--- config.mk ---
export PLATFORM = sky130hd
export DESIGN_NAME = logic_cmd_sequencer
export DESIGN_NICKNAME = d
export VERILOG_FILES = /design/src/rtl/logic_cmd_sequencer.sv
export SDC_FILE = /design/constraint.sdc
export NUM_CORES = 1
export LEC_CHECK = 0
export BUFFER_PORTS_ARGS = -buffer_cell sky130_fd_sc_hd__buf_2
export CELL_PAD_IN_SITES_DETAIL_PLACEMENT = 1
export CELL_PAD_IN_SITES_GLOBAL_PLACEMENT = 1
export CORE_ASPECT_RATIO = 1.4
export CORE_MARGIN = 2
export CORE_UTILIZATION = 38
export DETAILED_ROUTE_END_ITERATION = 16
export PLACE_DENSITY_LB_ADDON = 0.1
export SLEW_MARGIN = 20
export SYNTH_ARGS = -nofsm -noshare
export SYNTH_HDL_FRONTEND = slang
export SYNTH_SLANG_ARGS = --single-unit
--- constraint.sdc ---
create_clock -name clk_in -period 4.63 [get_ports clk_in]
set_clock_uncertainty 0.05 [all_clocks]
set_input_delay 0.463 -clock clk_in [delete_from_list [all_inputs] [get_ports clk_in]]
set_output_delay 0.463 -clock clk_in [all_outputs]
set_load 0.02 [all_outputs]
--- src/rtl/logic_cmd_sequencer.sv ---
// Command FIFO and result slot sitting in front of the combinational 4-bit logic unit.
// Optional LOGIC_SEQ_BYPASS_EN lets a command reach the logic unit in its arrival cycle when the block is idle.
module logic_cmd_sequencer #(
    parameter int D_S   = 4,
    parameter int D_W   = 2,
    parameter int DEPTH = 4
) (
    input  logic                     clk_in,
    input  logic                     rst_n_in,
    input  logic                     cmd_valid_in,
    output logic                     cmd_ready_out,
    input  logic [D_S-1:0]           cmd_a_in,
    input  logic [D_S-1:0]           cmd_b_in,
    input  logic [D_W-1:0]           cmd_opcode_in,
    output logic [D_S-1:0]           a_out,
    output logic [D_S-1:0]           b_out,
    output logic [D_W-1:0]           opcode_out,
    input  logic [D_S-1:0]           result_in,
    output logic                     res_valid_out,
    input  logic                     res_ready_in,
    output logic [D_S-1:0]           res_data_out,
    output logic [D_W-1:0]           res_opcode_out,
    output logic [$clog2(DEPTH):0]   count_out
);
    localparam int AW = $clog2(DEPTH);
    localparam int CW = AW + 1;
    localparam logic [CW-1:0] FULL = CW'(DEPTH);

    logic [D_S-1:0] mem_a  [DEPTH];
    logic [D_S-1:0] mem_b  [DEPTH];
    logic [D_W-1:0] mem_op [DEPTH];

    logic [AW-1:0]  wr_ptr;
    logic [AW-1:0]  rd_ptr;
    logic [CW-1:0]  count;
    logic           res_valid;
    logic [D_S-1:0] res_data;
    logic [D_W-1:0] res_opcode;

    logic not_empty;
    logic slot_free;
    logic push;
    logic take_bypass;
    logic fifo_push;
    logic fifo_pop;
    logic capture;

    assign not_empty     = (count != '0);
    assign cmd_ready_out = rst_n_in & (count < FULL);
    assign push          = cmd_valid_in & cmd_ready_out;
    assign slot_free     = !res_valid | res_ready_in;
    assign fifo_pop      = not_empty & slot_free;

    // A bypassed command goes straight to the result slot and never occupies a FIFO entry.
`ifdef LOGIC_SEQ_BYPASS_EN
    assign take_bypass = !not_empty & slot_free & push;
`else
    assign take_bypass = 1'b0;
`endif

    assign fifo_push = push & !take_bypass;
    assign capture   = fifo_pop | take_bypass;

    always_comb begin
        a_out      = '0;
        b_out      = '0;
        opcode_out = '0;
        if (not_empty) begin
            a_out      = mem_a[rd_ptr];
            b_out      = mem_b[rd_ptr];
            opcode_out = mem_op[rd_ptr];
        end
`ifdef LOGIC_SEQ_BYPASS_EN
        else if (take_bypass) begin
            a_out      = cmd_a_in;
            b_out      = cmd_b_in;
            opcode_out = cmd_opcode_in;
        end
`endif
    end

    // Storage needs no reset: an empty FIFO never exposes its contents.
    always_ff @(posedge clk_in) begin
        if (fifo_push) begin
            mem_a[wr_ptr]  <= cmd_a_in;
            mem_b[wr_ptr]  <= cmd_b_in;
            mem_op[wr_ptr] <= cmd_opcode_in;
        end
    end

    always_ff @(posedge clk_in) begin
        if (!rst_n_in) begin
            wr_ptr     <= '0;
            rd_ptr     <= '0;
            count      <= '0;
            res_valid  <= 1'b0;
            res_data   <= '0;
            res_opcode <= '0;
        end else begin
            if (fifo_push) begin
                wr_ptr <= wr_ptr + AW'(1);
            end
            if (fifo_pop) begin
                rd_ptr <= rd_ptr + AW'(1);
            end
            count <= count + CW'(fifo_push) - CW'(fifo_pop);
            if (capture) begin
                res_valid  <= 1'b1;
                res_data   <= result_in;
                res_opcode <= opcode_out;
            end else if (res_ready_in) begin
                res_valid <= 1'b0;
            end
        end
    end

    assign res_valid_out  = res_valid;
    assign res_data_out   = res_data;
    assign res_opcode_out = res_opcode;
    assign count_out      = count;

endmodule

## After elaboration in Yosys (flattened, before gate mapping)

Memory sizes are Yosys's and may differ from the RTL's. A register that Yosys moved wholly into a read port is not among the register bits.
Cells that the tools add are included.

- Register bits after elaboration: 14
- Memory bits (writable): 40
- Bits of input ports: 18
- Output and inout port bits: 21
- Word-level logic and storage cells: 34
- Memories: 3

Memories:

| memory | depth | width | read ports | clocked after Yosys merged registers in | write ports | line | text |
|---|---|---|---|---|---|---|---|
| mem_a | 4 | 4 | 1 | 1 | 1 | 29 | `logic [D_S-1:0] mem_a [DEPTH];` |
| mem_b | 4 | 4 | 1 | 1 | 1 | 30 | `logic [D_S-1:0] mem_b [DEPTH];` |
| mem_op | 4 | 2 | 1 | 1 | 1 | 31 | `logic [D_W-1:0] mem_op [DEPTH];` |

- Add/subtract/negate cells: 4
- Magnitude comparators: 1
- Multiplexer cells: 13
- Bitwise gates (word level): 4
- Reductions and logical operators: 3

Operators by type and width:

| cell | number |
|---|---|
| 2-to-1 mux 2 bit | 7 |
| 2-to-1 mux 4 bit | 2 |
| adder 2 x 1 -> 2 bit, second input constant | 2 |
| 2-to-1 mux 1 bit | 4 |
| adder 3 x 1 -> 3 bit | 1 |
| AND 1 bit | 3 |
| < comparator 3 bit, second input constant | 1 |
| nonzero test 3 bit | 1 |
| subtractor 3 x 1 -> 3 bit | 1 |
| nonzero test 2 bit | 1 |
| logical NOT 1 bit | 1 |
| bitwise OR 1 bit | 1 |

## Longest topological paths before layout

Gate-level depths: netlist of the first run.

- Depth after elaboration: 5
- Gate-level depth with buffers: 10
- Depth with buffers taken out: 9

## Least setup slack after synthesis of the first run

Ideal clock, no wire load.

- Path kind: register -> register
- From: register res_valid, in the netlist res_valid_out
- To: register count[2], in the netlist count_out[2]
- Setup time: 0.115 ns
- Arrival: 2.100 ns
- Data required time: 4.465 ns
- Path slack: 2.365 ns
- Cell stages (with the launch flop): 11
- Buffers on the path: 1
- Clock period less this slack: 2.265 ns
- Path through: dfxtp_1 -> nor2b_1 -> clkbuf_1 -> nor2_1 -> ha_1 -> inv_1 -> ha_1 -> fa_1 -> xnor2_1 -> xnor2_1 -> and2_1

- Longest elaborated chain between the ends: 4

RTL lines:

| element | line | text |
|---|---|---|
| start: declaration | 36 | `logic res_valid;` |
| start signal: assignment | 96 | `res_valid <= 1'b0;` |
| start signal: assignment | 108 | `res_valid <= 1'b1;` |
| start signal: assignment | 112 | `res_valid <= 1'b0;` |
| logical NOT 1 bit | 51 | `assign slot_free = !res_valid \| res_ready_in;` |
| bitwise OR 1 bit | 51 |  |
| AND 1 bit | 52 | `assign fifo_pop = not_empty & slot_free;` |
| net capture | 46 | `logic capture;` |
| subtractor 3 x 1 -> 3 bit | 106 | `count <= count + CW'(fifo_push) - CW'(fifo_pop);` |
| end signal: assignment | 106 |  |
| end: declaration | 35 | `logic [CW-1:0] count;` |

The timed path passes the listed nets, and every way through them passes these cells.
A chain may end at the register's enable or synchronous reset.

==> results.json, run 1 <==
{
  "critical_path.max_fanout": 10,
  "synth_top_family_by_area": "multiplexers",
  "p_int_w": 0.000996,
  "dr.pass1.iters": 4,
  "core_sq_um": 5780,
  "root_buffer": "clkbuf_8",
  "postCtsSetupBuffers": 0,
  "dp.cells": 245,
  "avgRoutedWirePerCell_microns": 17.4,
  "final_max_slew_viol_count": 0,
  "place_ws_ns": 2.03,
  "synthMuxAreaShare_pct": 10.4,
  "via_per_inst": 5.10,
  "worst_hold_path_type": "input port to flop",
  "drc": 0,
  "pwr-share-comb_pct": 35.0,
  "ys_warn_count": 0,
  "start_util_pct": 39.0,
  "cp-start-kind": "flop",
  "fin_crit_sh_pct": 55.0,
  "setup_ws_ns": 2.09,
  "path_class": "flop to output port",
  "vias": 1290,
  "final_hold_viol_count": 0,
  "drv_cap": 0,
  "netlist_instances": 145,
  "fp.dieW_microns": 69.1,
  "grt_use_total_pct": 14.4,
  "synth_xor_area_share_pct": 1.17,
  "max_freq_mhz": 393,
  "worst_pin_slew_ns": 0.711,
  "grt_max_degree": 18,
  "first_global_vias": 1421,
  "rsz0062_at_grt": "no",
  "grt.overflow.total": 0,
  "routabilityCongestion": 0.673,
  "cts_tree": "done",
  "clockPowerShare_pct": 20.5,
  "synth_compound_area_share_pct": 3.89,
  "final_util_pct": 44.8,
  "end_kind": "output port",
  "cts-buffers-inserted": 5,
  "drive_gt1_share_pct": 30.6,
  "die_h_microns": 95.1,
  "worstPathArrival_ns": 2.03,
  "final_nets": 207,
  "netlist_area_sq_um": 2250,
  "ant_nets": 0,
  "diodes": 0,
  "syn_nets": 170,
  "synth.avg_cell_area_sq_um": 15.5,
  "slew_headroom_pct": 52.5,
  "portBuffers": 38,
  "p_sw_share_pct": 34.0,
  "hpwl_microns": 3120,
  "antenna_found_initial": 0,
  "insertion_delay_ns": 0.30,
  "row_count": 33,
  "setup_viol": 0,
  "synthAdderAreaFrac_pct": 4.22,
  "holdBufCountCts": 0,
  "post_cts_resized": 0,
  "status": "completed",
  "dieArea_sq_um": 6570,
  "ys_seq_elements": 56,
  "cp_data_required_time_ns": 4.12,
  "htree_levels": 2,
  "power.density_nw_per_um2": 583,
  "nFillCells": 619,
  "cts.sinks": 56,
  "switching_power_w": 0.000513,
  "timing.setup.tns_ns": 0,
  "drt-total-wl_microns": 4400,
  "synthDistinctLibCells": 25,
  "report.power.total_w": 0.00151,
  "area_growth_pct": 14.9,
  "layoutNonFillerInstCount": 253,
  "seqPwrFrac_pct": 44.4,
  "cts.clk_slew.worst_paths_ns": 0.09,
  "io_pins": 39,
  "min_period_ns": 2.54,
  "ys_seq_area_share_pct": 67.6,
  "final_common_cell": "edfxtp_1",
  "synthSimpleGateAreaFrac_pct": 9.39,
  "final_cell_mix": "edfxtp_1, buf_2, and2_1, dfxtp_1, mux4_2",
  "grt_pass1_wl_microns": 7170,
  "power_leakage_nw": 0.971,
  "multiInputGateArea_sq_um": 656,
  "cts_max_path_buffers": 2,
  "drt_iter0_drc": 46,
  "final-seq-area_sq_um": 1520,
  "vdd.ir_drop.worst_mv": 0.345
}
## kinds of logic (layout without fill, tap and decap cells)
kind of cell	Yosys count	after routing
compound gates	17	17
buf+inv	15	53
mux	11	11
fa+ha+maj	7	7
flops	56	56
simple gates	36	36
xor+xnor	3	3
## worst paths after layout
check	from	end	slack [ns]	cells past startpoint
max reg2reg	count_out[1]	count_out[2]	2.22	9
max	flop	opcode_out[1]	2.09	3
min	cmd_a_in[0]	mem_a[1][0]	0.32	1
min reg2reg	res_data_out[2]	res_data_out[2]	0.44	2
## cell usage after synthesis
library cell	count	share of area, %
buf_6	2	1.0
edfxtp_1	40	53
nand3_1	7	1.6
dfxtp_1	16	14
clkbuf_1	3	0.50
o31ai_1	1	0.33
or2b_1	1	0.33
nor3_2	1	0.44
mux4_2	10	10
and3b_1	1	0.39
nand2_1	2	0.33
inv_1	7	1.2
nor2_1	3	0.50
or3_1	2	0.56
xnor2_1	3	1.2
a21oi_1	9	2.0
mux2i_1	1	0.44
o21ai_0	7	1.6
buf_2	1	0.22
fa_1	1	0.89
clkbuf_2	2	0.44
ha_1	6	3.3
nand2b_1	1	0.28
and2_1	17	4.7
nor2b_1	1	0.28
## critical path, stage by stage, from the launching register on
cell	delay, ns
dfxtp_1	0.79
mux4_2	0.62
and2_1	0.17
buf_2	0.15
## state kept, by name, summed over array words and instances, names as in the netlist, named ones only
name	count
count_out	3
mem_a	16
mem_b	16
mem_op	8
rd_ptr	2
res_data_out	4
res_opcode_out	2
res_valid_out	1
wr_ptr	2
## per-layer routing
layer	GRT usage, %	wire [microns]
met5	0	0
met3	3.59	214
met4	5.07	68
met1	16.0	1630
met2	26.8	2480
## stage by stage
step | instance area [sq um] | hold WS (ns)
6_report | 2590 | 0.324
5_1_grt | 2590 | 0.313
4_1_cts | 2590 | 0.312
3_5_place_dp | 2480 | 0.427
3_3_place_gp | 2480 | 0.418
2_1_floorplan | 2250 | 0.399
## area by class of cell
class / count / share of cell area [%]
clock buffer: 6 / 2.80
clock inverter: 2 / 1.35
inverter: 7 / 1.01
multi-input combinational: 74 / 25.3
sequential: 56 / 58.8
tap: 70 / 3.38
timing repair buffer: 38 / 7.35
## power by group through the flow
stage / combinational [W] / clock [W] / sequential [W]
after floorplan: 0.000396 / 0 / 0.000678
after global placement: 0.000520 / 0 / 0.000683
after detailed placement: 0.000540 / 0 / 0.000687
after CTS: 0.000541 / 0.000321 / 0.000676
after global routing: 0.000587 / 0.000341 / 0.000686
final: 0.000528 / 0.000309 / 0.000670
(Power assumes the default switching activity.)
==> inputs of run 2 (changes only) <==
--- a/config.mk
+++ b/config.mk
@@ -5,6 +5,7 @@
 export SDC_FILE = /design/constraint.sdc
 export NUM_CORES = 1
 export LEC_CHECK = 0
+export ABC_AREA = 1
 export BUFFER_PORTS_ARGS = -buffer_cell sky130_fd_sc_hd__buf_2
 export CELL_PAD_IN_SITES_DETAIL_PLACEMENT = 1
 export CELL_PAD_IN_SITES_GLOBAL_PLACEMENT = 1
==> constraint.sdc (replaced) <==
create_clock -name clk_in -period 2.7 [get_ports clk_in]
set_clock_uncertainty 0.05 [all_clocks]
set_input_delay 0.27 -clock clk_in [delete_from_list [all_inputs] [get_ports clk_in]]
set_output_delay 0.27 -clock clk_in [all_outputs]
set_load 0.02 [all_outputs]
==> results.json, run 2 <==
{
  "status": "completed",
  "final_common_cell": "nor2_1",
  "cts_tree": "done",
  "worstPathArrival_ns": 2.10,
  "postCtsSetupBuffers": 0,
  "cp_slowest_cell": "fa_1",
  "first_global_vias": 1658,
  "synth.avg_cell_area_sq_um": 10.1,
  "path_cells": "nor2_2 > nand2_1 > ha_1 > inv_1 > ha_1 > fa_1 > nor2_1 > nor2_1",
  "hpwl_microns": 3310,
  "reg2reg_to": "count_out[2]",
  "worst_pin_slew_ns": 0.561,
  "ant_nets": 0,
  "switching_power_w": 0.00111,
  "cts.clk_slew.worst_paths_ns": 0.10,
  "worst-path-buf-inv": 1,
  "root_buffer": "clkbuf_8",
  "r2r_slack_ns": 0.75,
  "portBuffers": 38,
  "grt_max_degree": 21,
  "diodes": 0,
  "max_freq_mhz": 513,
  "power.density_nw_per_um2": 1060,
  "placed_cell_area_sq_um": 2600,
  "cp_top_family": "adder cells",
  "final_max_slew_viol_count": 0,
  "drive_gt1_share_pct": 20.1,
  "ys_seq_elements": 56,
  "timing.setup.tns_ns": 0,
  "power_leakage_nw": 1.19,
  "vias": 1594,
  "top_regs": "mem_a (16), mem_b (16), mem_op (8)",
  "insertion_delay_ns": 0.30,
  "ys_warn_count": 0,
  "final_cell_mix": "nor2_1, edfxtp_1, buf_2, nand2_1, inv_1",
  "post_cts_resized": 0,
  "min_period_ns": 1.95,
  "netlist_instances": 229,
  "dr.pass1.iters": 4,
  "synthDistinctLibCells": 18,
  "fp.dieW_microns": 69.9,
  "wl_met3_microns": 163,
  "area_growth_pct": 18.3,
  "seqPwrFrac_pct": 38.2,
  "slowest_delay_ns": 0.38,
  "cp-start-kind": "flop",
  "final_cell_area_sq_um": 2740,
  "routabilityCongestion": 0.712,
  "path_class": "flop to flop",
  "min_from": "cmd_b_in[1]",
  "end_kind": "flop",
  "yosys-top-cells-count": "nor2_1, edfxtp_1, nand2_1, inv_1, o21ai_0",
  "top_layer": "met4",
  "rsz0062_at_grt": "no",
  "netlist_area_sq_um": 2310,
  "setup_viol": 0,
  "drv_cap": 0,
  "min_to": "mem_b[3][1]",
  "start_util_pct": 39.4,
  "place_ws_ns": 0.521,
  "drc": 0,
  "synth_edf_count": 40,
  "htree_levels": 2,
  "fin_crit_sh_pct": 72.2,
  "synth_most_common_cell": "nor2_1",
  "grt.overflow.total": 0,
  "final-seq-area_sq_um": 1520,
  "r2r-start": "count_out[2]",
  "slew_headroom_pct": 62.6,
  "via_per_inst": 4.63,
  "pwr-share-comb_pct": 40.3,
  "core_sq_um": 5860,
  "cts-buffers-inserted": 5,
  "synthTopCellsByArea": "edfxtp_1, dfxtp_1, nor2_1, nand2_1, inv_1",
  "syn_nets": 254,
  "p_sw_share_pct": 38.3,
  "dr_wl_met2_microns": 2610,
  "grt_pass1_wl_microns": 7800,
  "clockPowerShare_pct": 21.5,
  "final_hold_viol_count": 0,
  "vdd.ir_drop.worst_mv": 0.559,
  "hold_depth": 1,
  "cts.sinks": 56,
  "wl_met1_microns": 1910,
  "worst_hold_path_type": "input port to flop",
  "setup_ws_ns": 0.752,
  "antenna_found_initial": 0,
  "dieArea_sq_um": 6730,
  "io_pins": 39,
  "p_int_w": 0.00179,
  "drt-total-wl_microns": 4740,
  "grt_use_total_pct": 15.2,
  "rr_worst_depth": 8,
  "row_count": 33,
  "ys_seq_area_share_pct": 65.8,
  "cts_max_path_buffers": 2,
  "nFillCells": 696,
  "async_flop_share_pct": 0,
  "synth_ff_type": "edfxtp_1",
  "drt_iter0_drc": 89,
  "multiInputGateArea_sq_um": 634,
  "yosys.area.top_type": "edfxtp_1",
  "synth_top_cell_area_share_pct": 51.9,
  "final_nets": 298,
  "critical_path.max_fanout": 7,
  "holdBufCountCts": 0,
  "avgRoutedWirePerCell_microns": 13.8,
  "cp_data_required_time_ns": 2.85,
  "die_h_microns": 96.3
}
==> run 2: cell types whose count changed after synthesis, sizes merged, moves of 2 or more <==
cell,delta
nor2,+52
mux4,-10
xnor2,-2
or3,-2
clkbuf,-3
inv,+23
o21ai,+14
buf,+3
nand2,+28
a21oi,+3
and2,-17
==> run 2: how the worst max path moves through the flow <==
stage / slack [ns] / depth (start not counted) / start / to
6_report: 0.75 / 8 / count_out[2] / count_out[2]
5_1_grt: 0.60 / 11 / count_out[1] / count_out[2]
4_1_cts: 0.70 / 5 / flop / a_out[3]
3_5_place_dp: 0.52 / 10 / rst_n_in / count_out[2]
3_3_place_gp: 0.60 / 10 / rst_n_in / count_out[2]
2_1_floorplan: 0.61 / 8 / count_out[2] / count_out[2]
==> run 2: per-layer routing <==
| layer | up-vias | GRT usage, % |
|---|---|---|
| met5 | - | 0 |
| met4 | 0 | 5.77 |
| met3 | 7 | 2.09 |
| met2 | 30 | 30.0 |
| met1 | 736 | 16.2 |
| li1 | 821 | - |
==> run 2: logic make-up (layout without fill, tap and decap cells) <==
| kind of cell | Yosys count | count (layout) | synth area share, % |
|---|---|---|---|
| xor+xnor | 1 | 1 | 0.379 |
| buf+inv | 39 | 84 | 6.76 |
| compound gates | 33 | 33 | 7.31 |
| flops | 56 | 56 | 65.8 |
| fa+ha+maj | 7 | 7 | 4.11 |
| simple gates | 93 | 93 | 15.6 |
==> run 2: final cells by class <==
type                    instances  area share, %
clock buffers                   6           2.65
clock inverters                 2           2.20
inverters                      31           4.25
multi-input cells             134           23.2
flip-flops and latches         56           55.6
well taps                      70           3.20
repair buffers                 45           8.87
==> run 2: worst reg2reg max path: stages (launching register included) <==
cell,delay [ns]
dfxtp_1,0.36
nor2_2,0.18
nand2_1,0.18
ha_1,0.32
inv_1,0.04
ha_1,0.18
fa_1,0.38
nor2_1,0.12
nor2_1,0.05
==> run 2: power groups by stage <==
| stage | Sequential, W | Combinational [W] | Clock (W) |
|---|---|---|---|
| 5_1_grt | 0.00113 | 0.00133 | 0.000675 |
| 3_3_place_gp | 0.00112 | 0.00119 | 0 |
| 6_report | 0.00111 | 0.00117 | 0.000625 |
| 3_5_place_dp | 0.00113 | 0.00119 | 0 |
| 2_1_floorplan | 0.00120 | 0.000753 | 0 |
| 4_1_cts | 0.00111 | 0.00120 | 0.000641 |
==> run 2: stage by stage <==
| stage | util (%) | cells | hold slack, ns | total power (W) |
|---|---|---|---|---|
| 2_1_floorplan | - | 229 | 0.319 | 0.00195 |
| 3_3_place_gp | 44.4 | 336 | 0.421 | 0.00231 |
| 3_5_place_dp | 44.4 | 336 | 0.426 | 0.00232 |
| 4_1_cts | 46.6 | 344 | 0.118 | 0.00295 |
| 5_1_grt | 46.6 | 344 | 0.126 | 0.00314 |
| 6_report | 46.6 | 344 | 0.127 | 0.00291 |
==> inputs of run 3 (changes only) <==
==> constraint.sdc (replaced) <==
create_clock -name clk_in -period 1.9 [get_ports clk_in]
set_clock_uncertainty 0.05 [all_clocks]
set_input_delay 0.19 -clock clk_in [delete_from_list [all_inputs] [get_ports clk_in]]
set_output_delay 0.19 -clock clk_in [all_outputs]
set_load 0.02 [all_outputs]
==> results.json, run 3 (synthesized netlist as in run 2, its figures left out) <==
{
  "avgRoutedWirePerCell_microns": 14.8,
  "end_kind": "flop",
  "fin_crit_sh_pct": 97.1,
  "ant_nets": 0,
  "dieArea_sq_um": 6730,
  "slew_headroom_pct": 83.2,
  "grt_max_degree": 17,
  "cts_tree": "done",
  "path_class": "flop to flop",
  "status": "completed",
  "critPathCapture": "count_out[1]",
  "timing.setup.tns_ns": 0,
  "grt_pass1_wl_microns": 8210,
  "final_max_slew_viol_count": 0,
  "r2r-start": "count_out[0]",
  "drv_cap": 0,
  "max_freq_mhz": 542,
  "holdBufCountCts": 0,
  "vias": 1682,
  "top_regs": "mem_a (16), mem_b (16), mem_op (8)",
  "rr_worst_depth": 10,
  "worst_pin_slew_ns": 0.251,
  "portBuffers": 38,
  "final_cell_mix": "nor2_1, edfxtp_1, buf_2, nand2_1, inv_1",
  "cp-start-kind": "flop",
  "final_hold_viol_count": 0,
  "hpwl_microns": 3420,
  "place_ws_ns": 0.00105,
  "final_util_pct": 48.7,
  "first_global_vias": 1800,
  "path_cells": "nor2_4 > nand2_2 > nand2_2 > inv_2 > ha_4 > inv_2 > ha_4 > fa_2 > nand2_1 > inv_1",
  "final_common_cell": "nor2_1",
  "power_leakage_nw": 1.21,
  "cp_data_required_time_ns": 2.10,
  "wl_met1_microns": 1910,
  "wl_met3_microns": 287,
  "drive_gt1_share_pct": 28.5,
  "grt.overflow.total": 0,
  "slowest_delay_ns": 0.52,
  "layoutNonFillerInstCount": 354,
  "setup_ws_ns": 0.0546,
  "grt_use_total_pct": 16.0,
  "worstPathArrival_ns": 2.04,
  "dr.pass1.iters": 4,
  "critical_path.max_fanout": 3,
  "dr_wl_met2_microns": 2910,
  "cts_max_path_buffers": 2,
  "vdd.ir_drop.worst_mv": 0.856,
  "setup_viol": 0,
  "via_per_inst": 4.75,
  "min_period_ns": 1.85,
  "dp.cells": 341,
  "area_growth_pct": 23.4,
  "die_h_microns": 96.3,
  "top_layer": "met4",
  "htree_levels": 2,
  "root_buffer": "clkbuf_8",
  "fp.dieW_microns": 69.9,
  "io_pins": 39,
  "diodes": 0,
  "cts.clk_slew.worst_paths_ns": 0.09,
  "startpoint": "count_out[0]",
  "final_nets": 308,
  "worst_hold_path_type": "input port to flop",
  "r2r_slack_ns": 0.05,
  "row_count": 33,
  "drc": 0,
  "insertion_delay_ns": 0.30,
  "cp_slowest_cell": "fa_2",
  "drt_iter0_drc": 75,
  "drt-total-wl_microns": 5230,
  "power.density_nw_per_um2": 1510,
  "core_sq_um": 5860,
  "cts-buffers-inserted": 5,
  "routabilityCongestion": 0.678,
  "start_util_pct": 39.4,
  "antenna_found_initial": 0,
  "reg2reg_to": "count_out[1]",
  "cts.sinks": 56
}
run 3: changes by cell type in the layout (fill, tap and decap cells not counted), moves of 2 or more:
| cell | change |
|---|---|
| nand2_2 | +3 |
| ha_4 | +2 |
| inv_1 | -4 |
| clkinv_2 | +2 |
| nand2_1 | -3 |
| clkinvlp_4 | +4 |
| nor2_4 | +2 |
| dfxtp_2 | +2 |
| dfxtp_4 | +2 |
| ha_1 | -2 |
| inv_2 | +2 |
| buf_4 | +6 |
| dfxtp_1 | -4 |
run 3: area by class of cell:
cell class,count,area (sq um)
timing repair inverter,3,20.0
timing repair buffer,52,299
fill,678,3010
inverter,31,125
clock buffer,6,72.6
tap,70,87.6
multi-input combinational,134,682
sequential,56,1530
clock inverter,2,35.0
run 3: routing by layer:
layer  up-vias  global-route usage (%)
li1        842                       -
met1       785                    16.7
met2        44                    31.0
met3        11                    2.83
met4         0                    7.05
met5         -                       0
run 3: worst min-delay path by stage:
stage / from / end / slack [ns] / cells past startpoint
6_report: cmd_b_in[1] / mem_b[1][1] / 0.05 / 1
5_1_grt: cmd_opcode_in[1] / mem_op[2][1] / 0.05 / 1
4_1_cts: cmd_b_in[1] / mem_b[0][1] / 0.04 / 1
3_5_place_dp: cmd_b_in[1] / mem_b[1][1] / 0.36 / 1
3_3_place_gp: cmd_b_in[0] / mem_b[3][0] / 0.36 / 1
2_1_floorplan: cmd_a_in[0] / mem_a[0][0] / 0.24 / 0
run 3: repair_timing:
| item | CTS | global route |
|---|---|---|
| pin swaps | 1 | 5 |
| setup endpoints to repair | 11 | 12 |
| cloned | 1 | 2 |
| buffers inserted | 1 | 1 |
| resized for setup | 5 | 15 |
run 3: metrics by stage:
step	instance area, sq um	hold WS [ns]	power, W
after floorplan	2320	0.239	0.00278
after global placement	2650	0.356	0.00333
after detailed placement	2650	0.363	0.00337
after CTS	2780	0.0410	0.00419
after global routing	2850	0.0479	0.00467
final	2850	0.0460	0.00431
run 3: worst max-delay path, delay by kind of cell, from the launching register on:
kind          cells  cell delay, ns
fa+ha+maj         3            0.93
buf+inv           3            0.15
flops             1            0.38
simple gates      4            0.31
run 3: power by group:
group	switching, W	internal [W]
sequential	0.000132	0.00149
clock	0.000370	0.000392
combinational	0.00124	0.000683
